## src/rtl/ps2_pkg.sv

```systemverilog
// Shared definitions for the PS/2 key decoder.
// Provides scan-code constants, the key-class and parser-state enums, the
// event record stored in the FIFO, and small decode helpers.
package ps2_pkg;

  localparam logic [7:0] ScUp    = 8'h1D;
  localparam logic [7:0] ScDown  = 8'h1B;
  localparam logic [7:0] ScLeft  = 8'h1C;
  localparam logic [7:0] ScRight = 8'h23;
  localparam logic [7:0] ScEnter = 8'h5A;
  localparam logic [7:0] ScEsc   = 8'h76;
  localparam logic [7:0] ScMove  = 8'h3A;
  localparam logic [7:0] ScE0    = 8'hE0;
  localparam logic [7:0] ScF0    = 8'hF0;
  localparam logic [7:0] ScAA    = 8'hAA;
  localparam logic [7:0] ScFA    = 8'hFA;
  localparam logic [7:0] ScFE    = 8'hFE;

  typedef enum logic [2:0] {
    KeyUp, KeyDown, KeyLeft, KeyRight, KeyEnter, KeyEsc, KeyMove, KeyOther
  } key_class_e;

  typedef enum logic [1:0] {StIdle, StExt, StBrk, StExtBrk} parse_state_e;

  // 12-bit FIFO entry {key, ext, code}
  typedef struct packed {
    key_class_e  key;
    logic        ext;
    logic [7:0]  code;
  } key_event_t;

  // Class depends on the code byte only; the E0 prefix is ignored.
  function automatic key_class_e classify(input logic [7:0] code);
    key_class_e k;
    case (code)
      ScUp:    k = KeyUp;
      ScDown:  k = KeyDown;
      ScLeft:  k = KeyLeft;
      ScRight: k = KeyRight;
      ScEnter: k = KeyEnter;
      ScEsc:   k = KeyEsc;
      ScMove:  k = KeyMove;
      default: k = KeyOther;
    endcase
    return k;
  endfunction

  // Keyboard status/ack bytes that carry no key information outside a prefix.
  function automatic logic is_filler(input logic [7:0] b);
    return (b == ScAA) || (b == ScFA) || (b == ScFE) || (b == 8'h00) || (b == 8'hFF);
  endfunction

endpackage

```

## src/rtl/key_event_fifo.sv

```systemverilog
// Small event FIFO with a registered head.
// Implemented as a shift register: slot 0 is always the head, so every head
// output comes straight from a flop.
// Ports:
//   clk50, RST        clock, asynchronous active-low reset
//   push, push_data   write request and entry (dropped when full without pop)
//   pop               remove the head (ignored when empty)
//   full, empty       occupancy flags
//   head_valid, head  registered head entry
module key_event_fifo
  import ps2_pkg::*;
#(
  parameter int unsigned DEPTH = 4
) (
  input  logic       clk50,
  input  logic       RST,
  input  logic       push,
  input  key_event_t push_data,
  input  logic       pop,
  output logic       full,
  output logic       empty,
  output logic       head_valid,
  output key_event_t head
);

  localparam int unsigned CntW = $clog2(DEPTH + 1);
  localparam int unsigned IdxW = $clog2(DEPTH);

  key_event_t     mem_q [DEPTH];
  key_event_t     mem_d [DEPTH];
  logic [CntW-1:0] cnt_q, cnt_d, wr_ptr;
  logic            valid_q;
  logic            pop_en, push_en;

  assign full    = (cnt_q == CntW'(DEPTH));
  assign empty   = (cnt_q == '0);
  assign pop_en  = pop && !empty;
  // A full FIFO still accepts a write when the head leaves in the same cycle.
  assign push_en = push && (!full || pop_en);

  always_comb begin
    mem_d  = mem_q;
    cnt_d  = cnt_q;
    wr_ptr = cnt_q;
    if (pop_en) begin
      for (int unsigned i = 0; i + 1 < DEPTH; i++) begin
        mem_d[i] = mem_q[i+1];
      end
      cnt_d  = cnt_q - CntW'(1);
      wr_ptr = cnt_q - CntW'(1);
    end
    if (push_en) begin
      mem_d[wr_ptr[IdxW-1:0]] = push_data;
      cnt_d = cnt_d + CntW'(1);
    end
  end

  always_ff @(posedge clk50 or negedge RST) begin
    if (!RST) begin
      for (int unsigned i = 0; i < DEPTH; i++) begin
        mem_q[i] <= '0;
      end
      cnt_q   <= '0;
      valid_q <= 1'b0;
    end else begin
      mem_q   <= mem_d;
      cnt_q   <= cnt_d;
      valid_q <= (cnt_d != '0);
    end
  end

  assign head_valid = valid_q;
  assign head       = mem_q[0];

endmodule

```

## src/rtl/ps2_key_decoder.sv

```systemverilog
// PS/2 scan-byte to key-event decoder.
// Tracks E0/F0 prefixes, suppresses typematic repeats of the held key,
// classifies chess-control keys and queues events for a ready/valid consumer.
// Ports:
//   clk50, RST          clock, asynchronous active-low reset
//   rx_byte, rx_valid   incoming scan byte and its one-cycle strobe
//   ev_valid, ev_ready  event handshake (head accepted when both high)
//   ev_key, ev_code     head event class and raw make code
//   ev_ext              head event was E0-prefixed
//   overflow            sticky: an event was dropped on a full FIFO
module ps2_key_decoder
  import ps2_pkg::*;
#(
  parameter int unsigned FIFO_DEPTH      = 4,
  parameter int unsigned PREFIX_TIMEOUT  = 1000000,
  parameter int unsigned SUPPRESS_REPEAT = 1
) (
  input  logic       clk50,
  input  logic       RST,
  input  logic [7:0] rx_byte,
  input  logic       rx_valid,
  output logic       ev_valid,
  input  logic       ev_ready,
  output logic [2:0] ev_key,
  output logic [7:0] ev_code,
  output logic       ev_ext,
  output logic       overflow
);

  localparam int unsigned TmoW = (PREFIX_TIMEOUT > 1) ? $clog2(PREFIX_TIMEOUT) : 1;

  parse_state_e    state_q, state_d;
  logic [TmoW-1:0] tmo_q, tmo_d;
  logic            held_valid_q, held_valid_d;
  logic            held_ext_q, held_ext_d;
  logic [7:0]      held_code_q, held_code_d;
  logic            overflow_q;

  logic       is_make, is_break, code_ext;
  logic       held_hit, accept, drop;
  logic       fifo_full, fifo_empty, fifo_pop;
  key_event_t push_ev, head_ev;

  // Parser and prefix timeout
  always_comb begin
    state_d  = state_q;
    tmo_d    = '0;
    is_make  = 1'b0;
    is_break = 1'b0;
    code_ext = 1'b0;
    if (rx_valid) begin
      unique case (state_q)
        StIdle: begin
          if (rx_byte == ScE0) begin
            state_d = StExt;
          end else if (rx_byte == ScF0) begin
            state_d = StBrk;
          end else if (!is_filler(rx_byte)) begin
            is_make = 1'b1;
          end
        end
        StExt: begin
          if (rx_byte == ScF0) begin
            state_d = StExtBrk;
          end else if (rx_byte != ScE0) begin
            is_make  = 1'b1;
            code_ext = 1'b1;
            state_d  = StIdle;
          end
        end
        StBrk: begin
          is_break = 1'b1;
          state_d  = StIdle;
        end
        StExtBrk: begin
          is_break = 1'b1;
          code_ext = 1'b1;
          state_d  = StIdle;
        end
        default: state_d = StIdle;
      endcase
    end else if (state_q != StIdle) begin
      // A stale prefix is abandoned silently so a lost code byte cannot
      // reinterpret the next key.
      if (tmo_q == TmoW'(PREFIX_TIMEOUT - 1)) begin
        state_d = StIdle;
      end else begin
        tmo_d = tmo_q + TmoW'(1);
      end
    end
  end

  // Held key: repeat suppression and break matching
  assign held_hit = held_valid_q && (held_ext_q == code_ext) && (held_code_q == rx_byte);
  assign accept   = is_make && !((SUPPRESS_REPEAT != 0) && held_hit);

  always_comb begin
    held_valid_d = held_valid_q;
    held_ext_d   = held_ext_q;
    held_code_d  = held_code_q;
    if (accept) begin
      held_valid_d = 1'b1;
      held_ext_d   = code_ext;
      held_code_d  = rx_byte;
    end else if (is_break && held_hit) begin
      held_valid_d = 1'b0;
    end
  end

  assign push_ev.key  = classify(rx_byte);
  assign push_ev.ext  = code_ext;
  assign push_ev.code = rx_byte;

  assign fifo_pop = ev_ready && !fifo_empty;
  assign drop     = accept && fifo_full && !fifo_pop;

  always_ff @(posedge clk50 or negedge RST) begin
    if (!RST) begin
      state_q      <= StIdle;
      tmo_q        <= '0;
      held_valid_q <= 1'b0;
      held_ext_q   <= 1'b0;
      held_code_q  <= 8'h00;
      overflow_q   <= 1'b0;
    end else begin
      state_q      <= state_d;
      tmo_q        <= tmo_d;
      held_valid_q <= held_valid_d;
      held_ext_q   <= held_ext_d;
      held_code_q  <= held_code_d;
      if (drop) begin
        overflow_q <= 1'b1;
      end
    end
  end

  key_event_fifo #(
    .DEPTH (FIFO_DEPTH)
  ) u_fifo (
    .clk50      (clk50),
    .RST        (RST),
    .push       (accept),
    .push_data  (push_ev),
    .pop        (fifo_pop),
    .full       (fifo_full),
    .empty      (fifo_empty),
    .head_valid (ev_valid),
    .head       (head_ev)
  );

  assign ev_key   = head_ev.key;
  assign ev_code  = head_ev.code;
  assign ev_ext   = head_ev.ext;
  assign overflow = overflow_q;

endmodule
```

## config.mk

```make
export PLATFORM = sky130hd
export DESIGN_NAME = ps2_key_decoder
export DESIGN_NICKNAME = d
export VERILOG_FILES = /design/src/rtl/ps2_pkg.sv /design/src/rtl/key_event_fifo.sv /design/src/rtl/ps2_key_decoder.sv
export SDC_FILE = /design/constraint.sdc
export NUM_CORES = 1
export LEC_CHECK = 0
export CORE_MARGIN = 2
export CORE_UTILIZATION = 38
export CTS_BUF_LIST = sky130_fd_sc_hd__clkbuf_8
export DETAILED_ROUTE_END_ITERATION = 10
export GPL_TIMING_DRIVEN = 0
export MAX_ROUTING_LAYER = met4
export PLACE_DENSITY = 0.64
export REMOVE_ABC_BUFFERS = 1
export SYNTH_ARGS = -nofsm -noshare
export SYNTH_HDL_FRONTEND = slang
export SYNTH_SLANG_ARGS = --single-unit
```

## constraint.sdc

```tcl
create_clock -name clk50 -period 6.8 [get_ports clk50]
set_input_delay 1.36 -clock clk50 [delete_from_list [all_inputs] [get_ports clk50]]
set_output_delay 1.36 -clock clk50 [all_outputs]
set_load 0.05 [all_outputs]
```

# ---- Word level (Yosys, flattened, before mapping)
# Index checks and enable logic that the tools add are counted.
dict set report classes {
  n_addsub 3
  order_cmp 2
  n_eq_ne 23
  mux 32
  n_bitwise 1
  n_reduce_logical 29
}
# operator n
set op_table {}
lappend op_table {{20-bit 2-to-1 mux} 3}
lappend op_table {{48-bit bitwise mux} 1}
lappend op_table {{8-bit == test (second input constant)} 6}
lappend op_table {{48-bit 2-to-1 mux} 1}
lappend op_table {{36-bit 2-to-1 mux} 1}
lappend op_table {{12-bit demux with 2-bit select} 1}
lappend op_table {{8-bit by 5-bit == test with 1-bit output (second input constant)} 3}
lappend op_table {{3-bit one-hot mux with 7 select lines} 1}
lappend op_table {{20-bit by 1-bit adder with 20-bit output (second input constant)} 1}
lappend op_table {{20-bit == test (second input constant)} 1}
lappend op_table {{8-bit by 6-bit == test with 1-bit output (second input constant)} 2}
lappend op_table {{8-bit by 7-bit == test with 1-bit output (second input constant)} 2}
lappend op_table {{2-bit 2-to-1 mux} 7}
lappend op_table {{12-bit 2-to-1 mux} 1}
lappend op_table {{1-bit 2-to-1 mux} 11}
lappend op_table {{1-bit logical AND} 10}
lappend op_table {{8-bit == test} 1}
lappend op_table {{8-bit logical NOT} 1}
lappend op_table {{4-bit inequality test (second input constant)} 2}
lappend op_table {{8-bit inequality test (second input constant)} 1}
lappend op_table {{2-bit nonzero test} 4}
lappend op_table {{3-bit 2-to-1 mux} 2}
lappend op_table {{2-bit one-hot mux with 3 select lines} 1}
lappend op_table {{1-bit logical OR} 5}
lappend op_table {{16 further kinds} 21}
dict set report word_totals {
  regBits 85
}

# ---- Depth between registers and ports, before layout
# Gate-level depths: netlist of the first run.
dict set report depth {
  depth_word 14
  mapped_depth 13
  mapped_depth_nobuf 12
}

# ---- By module
# Synthesis of the first run repeated with hierarchy kept, for this count alone.
dict set report hier_totals {
  cells_unflattened 466
  area_unflattened_um2 4785.8
}
# module n_inst cells_each area_per_inst_um2
set modules_own_cells {}
lappend modules_own_cells {key_event_fifo 1 242 2776.4}
lappend modules_own_cells {ps2_key_decoder 1 224 2009.4}

# ---- Worst setup path before layout of the first run
# Ideal clock, no wire load.
dict set report synth_timing {
  kind {input to register}
  from {input port rx_byte[3]}
  to {register (tool-made name)}
  setup_time_ns 0.125
  t_arrival_ns 3.700
  t_required_ns 6.675
  path_slack_ns 2.975
  cell_stages 8
  n_path_buf 2
  path_cell_list {buf_2 -> or4_4 -> o311ai_4 -> xnor2_1 -> nor4_4 -> nor3_1 -> buf_2 -> mux2_2}
}
# element line_no
set synth_rtl {}
lappend synth_rtl {{start: declaration} ps2_key_decoder.sv:20} ;# input logic [7:0] rx_byte,

==> flow_metrics.py, run 1 <==
metrics = {
    "route": {
        "routed_wl_um": 8240,
        "route.vias.total": 2846,
        "via_per_inst": 5.14,
        "firstDrtPassIters": 4,
        "drc": 0,
        "wl_per_cell_um": 14.9,
        "drt_iter0_markers": 221,
        "ant_nets": 0,
    },
    "cts": {
        "cts_buffers": 9,
        "cts_root_buf": "clkbuf_8",
        "cts-hold-fix-buffers": 0,
        "cts.sinks": 85,
        "cts_resized": 0,
        "clockBufferDepth": 2,
        "cts_max_level": 3,
        "clkLatencyLatePin_ns": 0.36,
        "clkTransAtPathRegs_ns": 0.09,
        "post_cts_buffers": 0,
        "cts_tree": "yes",
    },
    "pwr": {
        "power_density_nw_per_um2": 364,
        "clkPwrFrac_pct": 17.2,
        "pwr-share-comb_pct": 42.0,
        "p_int_uw": 1150,
        "p_seq_share_pct": 40.8,
        "cellLeakagePower_uw": 0.00204,
        "power.total_uw": 1830,
        "p_sw_uw": 674,
        "swShare_pct": 36.9,
        "ir_drop_uv": 159,
    },
    "floorplan": {
        "dieArea_sq_um": 12600,
        "io_pins": 26,
        "die_w_um": 112,
        "dieHeight_um": 112,
        "fp-row-count": 39,
        "initial_core_util_pct": 39.0,
        "design.core.area_sq_um": 11400,
    },
    "hold_path": {
        "worstHoldPathCells": 1,
        "hold_path_class": "register to register",
    },
    "timing": {
        "hold_viol": 0,
        "finClkSkew_ns": 0.0102,
        "setup_violations": 0,
        "post-route-period-util_pct": 64.1,
        "max_freq_mhz": 229,
        "final.setup.tns_ns": 0,
        "layout_min_cycle_time_ns": 4.36,
        "timing.final.max_slew_violations": 0,
        "rsz0062_at_grt": "no",
        "worst_pin_slew_ns": 0.709,
        "max-slew-margin-rel_pct": 52.5,
    },
    "synthesis": {
        "synth_fa_ha_area_share_pct": 1.97,
        "synth-edff-count": 0,
        "syn_area_per_cell_sq_um": 11.3,
        "synth-async-reset-ratio_pct": 100,
        "ys_warn_count": 0,
        "synth_top_family_by_area": "multiplexers",
        "synth_compound_area_share_pct": 4.80,
        "synth_xor_area_share_pct": 6.09,
        "syn-cell-area_sq_um": 4460,
        "synthMuxAreaShare_pct": 22.0,
        "synth_cell_types": 48,
        "yosys.area_share.simple_pct": 12.5,
        "syn_inst": 396,
        "synth_top_flop_cell": "dfrtp_1",
        "ys_seq_elements": 85,
        "yosysSeqAreaShare_pct": 47.7,
    },
    "cells_and_area": {
        "area_growth_pct": 12.5,
        "layout-drive-gt1-share_pct": 18.0,
        "final_cell_mix": "dfrtp_1, mux2_2, mux2i_1",
        "insertedDiodeCount": 0,
        "nNetsFinal": 425,
        "final_common_cell": "dfrtp_1",
    },
    "global_routing": {
        "grt.overflow.total": 0,
        "grt_pass1_wl_um": 14100,
        "grt_pass1_vias": 3049,
        "antenna_found_initial": 0,
        "grt_usage_pct": 14.3,
        "grt_max_degree": 46,
    },
    "placed_design": {
        "portBuffers": 25,
        "place.gp.congestion": 0.772,
        "dp_hpwl_um": 5790,
    },
    "critical_path": {
        "r2r_cells": 11,
        "worst-path-max-fanout": 14,
        "worst_ep_arrival_time_ns": 4.62,
        "endpoint_kind": "register",
        "worstSetupPathType": "input port to register",
        "start_kind": "input port",
        "cp.required_ns": 7.06,
    },
    "run": {
        "drv_cap": 0,
    },
    "outcome": {
        "run_status": "finished clean",
    },
}
[critical path, cell delays in order]
cell             delay (ns)
clkdlybuf4s50_1        0.65
or4_4                  0.67
o311ai_4               0.41
xnor2_1                0.22
nor4_4                 0.11
nor3_2                 0.59
buf_6                  0.25
mux2_2                 0.34
[per-layer routing]
layer / GRT usage (%) / vias to the layer above / wire length, um
met1: 17.6 / 1410 / 3940
met4: 6.99 / 0 / 174
met2: 23.3 / 27 / 3950
li1: - / 1396 / -
met5: - / - / 0
met3: 2.16 / 13 / 165
[synthesized netlist by cell type, types with 9 or more instances]
cell type,count,area share (%)
xor2_1,16,3.1
nand3_1,11,1.2
buf_4,11,1.9
xnor2_1,15,2.9
nor3_1,11,1.2
clkbuf_1,15,1.3
mux2_1,12,3.0
o21ai_0,9,1.0
nand2_1,14,1.2
mux2i_1,37,8.3
mux2_2,42,11
inv_1,13,1.1
nor2_1,33,2.8
dfrtp_1,85,48
[power groups by stage]
stage                     sequential, uW  combinational, uW  clock (uW)
after global placement               750                735           0
after detailed placement             758                773           0
after CTS                            748                779         325
after floorplan                      869                430           0
final                                745                768         314
after global routing                 765                838         339
[worst paths after layout]
| path | startpoint | endpoint | slack [ns] |
|---|---|---|---|
| setup reg to reg | u_fifo.cnt_q[0] | u_fifo.mem_q[30] | 3.51 |
| setup / recovery | rx_byte[2] | u_fifo.mem_q[30] | 2.44 |
| hold reg to reg | register | register | 0.49 |
| max in group asynchronous | RST | u_fifo.head[8] | 5.23 |
| min in group asynchronous | RST | tmo_q[1] | 0.97 |
| hold / removal | register | register | 0.49 |
[kinds of logic (layout without fill, tap and decap cells)]
family	Yosys count	in the layout
compound gates	31	31
xor+xnor	31	31
fa+ha+maj	7	7
buf+inv	46	61
flops	85	85
mux	91	91
simple gates	105	105
[layout make-up]
cell class / count / area, sq um
fill: 1089 / 6400
multi-input combinational: 265 / 2140
sequential: 85 / 2130
timing repair buffer: 32 / 352
tap: 143 / 179
clock buffer: 9 / 124
inverter: 13 / 48.8
clock inverter: 7 / 45.0
[through the flow]
step | setup WS [ns] | util, % | instance area, sq um | hold slack (ns) | std cells
2_1_floorplan | 1.39 | - | 4280 | 0.454 | 363
3_3_place_gp | -0.858 | 41.3 | 4710 | 0.465 | 531
3_5_place_dp | 2.00 | 42.4 | 4840 | 0.476 | 538
4_1_cts | 2.40 | 43.9 | 5010 | 0.496 | 554
5_1_grt | 2.26 | 43.9 | 5010 | 0.514 | 554
6_report | 2.44 | 43.9 | 5010 | 0.490 | 554
(Power assumes the default switching activity.)
==> run 2: changes to the inputs <==
==> constraint.sdc (replaced) <==
create_clock -name clk50 -period 4.4 [get_ports clk50]
set_input_delay 0.88 -clock clk50 [delete_from_list [all_inputs] [get_ports clk50]]
set_output_delay 0.88 -clock clk50 [all_outputs]
set_load 0.05 [all_outputs]
==> results of run 2 <==
Same layout as run 1 (identical final DEF). Status: finished clean.
Among the figures that moved: setup slack after placement 2.00 ns -> 0.0843 ns; setup slack after layout 2.44 ns -> 0.520 ns; register-to-register setup slack 3.51 ns -> 1.11 ns; total power 1830 uW -> 2820 uW; worst IR drop on VDD 159 uV -> 245 uV
==> run 3: changes to the inputs <==
--- a/config.mk
+++ b/config.mk
@@ -12,6 +12,7 @@
 export GPL_TIMING_DRIVEN = 0
 export MAX_ROUTING_LAYER = met4
 export PLACE_DENSITY = 0.64
+export RECOVER_POWER = 50
 export REMOVE_ABC_BUFFERS = 1
 export SYNTH_ARGS = -nofsm -noshare
 export SYNTH_HDL_FRONTEND = slang
==> constraint.sdc (replaced) <==
create_clock -name clk50 -period 4.4 [get_ports clk50]
set_input_delay 0.44 -clock clk50 [delete_from_list [all_inputs] [get_ports clk50]]
set_output_delay 0.44 -clock clk50 [all_outputs]
set_load 0.05 [all_outputs]
==> flow_metrics.py, run 3 (synthesized netlist as in run 1, its figures left out) <==
metrics = {
    "cells_and_area": {
        "final_common_cell": "dfrtp_1",
        "area_growth_pct": 12.4,
        "insertedDiodeCount": 0,
        "layout-drive-gt1-share_pct": 17.8,
        "final_cell_mix": "dfrtp_1, mux2_2, mux2i_1",
        "nNetsFinal": 425,
        "fin_area_sq_um": 5010,
    },
    "critical_path": {
        "max_stage_delay_ns": 0.67,
        "crit_chain": "clkdlybuf4s50_1 > or4_4 > o311ai_4 > xnor2_1 > nor4_4 > nor3_2 > buf_6 > mux2_2",
        "endpoint_kind": "register",
        "worst-path-max-fanout": 14,
        "rrSetupSlack_ns": 1.11,
        "cp.required_ns": 4.66,
        "worst_ep_arrival_time_ns": 3.70,
        "start_kind": "input port",
        "worstSetupPathType": "input port to register",
        "crit_slowest_cell": "or4_4",
    },
    "cts": {
        "cts_root_buf": "clkbuf_8",
        "cts_resized": 0,
        "cts-hold-fix-buffers": 0,
        "post_cts_buffers": 0,
        "clockBufferDepth": 2,
        "cts.sinks": 85,
        "clkTransAtPathRegs_ns": 0.09,
        "cts_tree": "yes",
        "cts_max_level": 3,
        "cts_buffers": 9,
        "clkLatencyLatePin_ns": 0.37,
    },
    "global_routing": {
        "grt.overflow.total": 0,
        "grt_usage_pct": 14.3,
        "grt_pass1_wl_um": 14100,
        "antenna_found_initial": 0,
        "grt_pass1_vias": 3049,
        "grt_max_degree": 46,
    },
    "placed_design": {
        "dp_hpwl_um": 5790,
        "place.gp.congestion": 0.772,
        "postPlaceCellArea_sq_um": 4840,
        "portBuffers": 25,
    },
    "floorplan": {
        "dieHeight_um": 112,
        "io_pins": 26,
        "design.core.area_sq_um": 11400,
        "initial_core_util_pct": 39.0,
        "fp-row-count": 39,
        "dieArea_sq_um": 12600,
        "die_w_um": 112,
    },
    "route": {
        "drt_iter0_markers": 232,
        "firstDrtPassIters": 4,
        "via_per_inst": 5.12,
        "wl_per_cell_um": 14.9,
        "drc": 0,
        "ant_nets": 0,
        "routed_wl_um": 8250,
        "route.vias.total": 2837,
    },
    "pwr": {
        "p_seq_share_pct": 40.9,
        "p_sw_uw": 1040,
        "power_density_nw_per_um2": 563,
        "ir_drop_uv": 245,
        "swShare_pct": 36.9,
        "p_int_uw": 1780,
        "clkPwrFrac_pct": 17.2,
        "pwr-share-comb_pct": 41.9,
        "cellLeakagePower_uw": 0.00204,
    },
    "hold_path": {
        "hold_path_class": "register to register",
    },
    "run": {
        "drv_cap": 1,
    },
    "timing": {
        "max_freq_mhz": 290,
        "max-slew-margin-rel_pct": -50.1,
        "hold_viol": 0,
        "worst_pin_slew_ns": 2.25,
        "post-route-period-util_pct": 78.3,
        "finClkSkew_ns": 0.0122,
        "timing.final.max_slew_violations": 41,
        "rsz0062_at_grt": "no",
        "setup_violations": 0,
        "layout_min_cycle_time_ns": 3.44,
        "final.setup.tns_ns": 0,
    },
    "outcome": {
        "violations": "capacitance limit, slew limit",
        "run_status": "complete, but fails checks",
    },
}
==> run 3: cell count changes in the layout (fill, tap and decap cells not counted), sizes merged <==
cell | previous run | this run
buf | 8 | 7
clkbuf | 9 | 10
clkdlybuf4s50 | 24 | 20
dlygate4sd3 | 0 | 4
==> run 3: stage by stage <==
| step | power [uW] | instances | setup slack [ns] | hold WS (ns) | utilization (%) |
|---|---|---|---|---|---|
| floorplan | 2010 | 363 | -1.01 | 0.144 | - |
| global placement | 2290 | 531 | -3.04 | 0.465 | 41.3 |
| detailed placement | 2370 | 538 | 0.524 | 0.460 | 42.4 |
| CTS | 2860 | 554 | 0.920 | 0.0590 | 43.9 |
| global route | 2990 | 554 | 0.776 | 0.514 | 43.9 |
| finish | 2820 | 554 | 0.956 | 0.492 | 43.9 |
==> run 3: layout make-up <==
| class | count | area (sq um) |
|---|---|---|
| timing repair buffer | 32 | 348 |
| clock buffer | 9 | 124 |
| sequential | 85 | 2130 |
| clock inverter | 7 | 45.0 |
| fill | 1089 | 6410 |
| tap | 143 | 179 |
| multi-input combinational | 265 | 2140 |
| inverter | 13 | 48.8 |
==> run 3: worst max-delay path: cells and delay by family <==
family	cells	cell delay, ns
AOI/OAI and AO/OA	1	0.42
xor gates and xnor gates	1	0.22
buffers and inverters	2	0.90
muxes	1	0.34
and+or+nand+nor	3	1.38
==> run 3: per-layer routing <==
metal / GRT usage [%] / wire length [um]
met5: - / 0
met4: 6.99 / 174
met3: 2.16 / 163
met2: 23.3 / 3950
met1: 17.6 / 3960
==> run 3: power groups by stage <==
stage | sequential [uW] | combinational (uW) | clock (uW)
after global placement | 1160 | 1140 | 0
after CTS | 1160 | 1200 | 503
final | 1150 | 1180 | 486
after global routing | 1180 | 1290 | 523
after floorplan | 1340 | 665 | 0
after detailed placement | 1170 | 1190 | 0
==> run 3: path summary, 6_finish.rpt <==
check                      cells past startpoint               end             from
min                                            1          register         register
min reg2reg                                    1          register         register
min in group asynchronous                      1          tmo_q[1]              RST
max reg2reg                                   11  u_fifo.mem_q[30]  u_fifo.cnt_q[0]
max                                            8  u_fifo.mem_q[30]       rx_byte[2]
max in group asynchronous                      1  u_fifo.mem_q[24]              RST
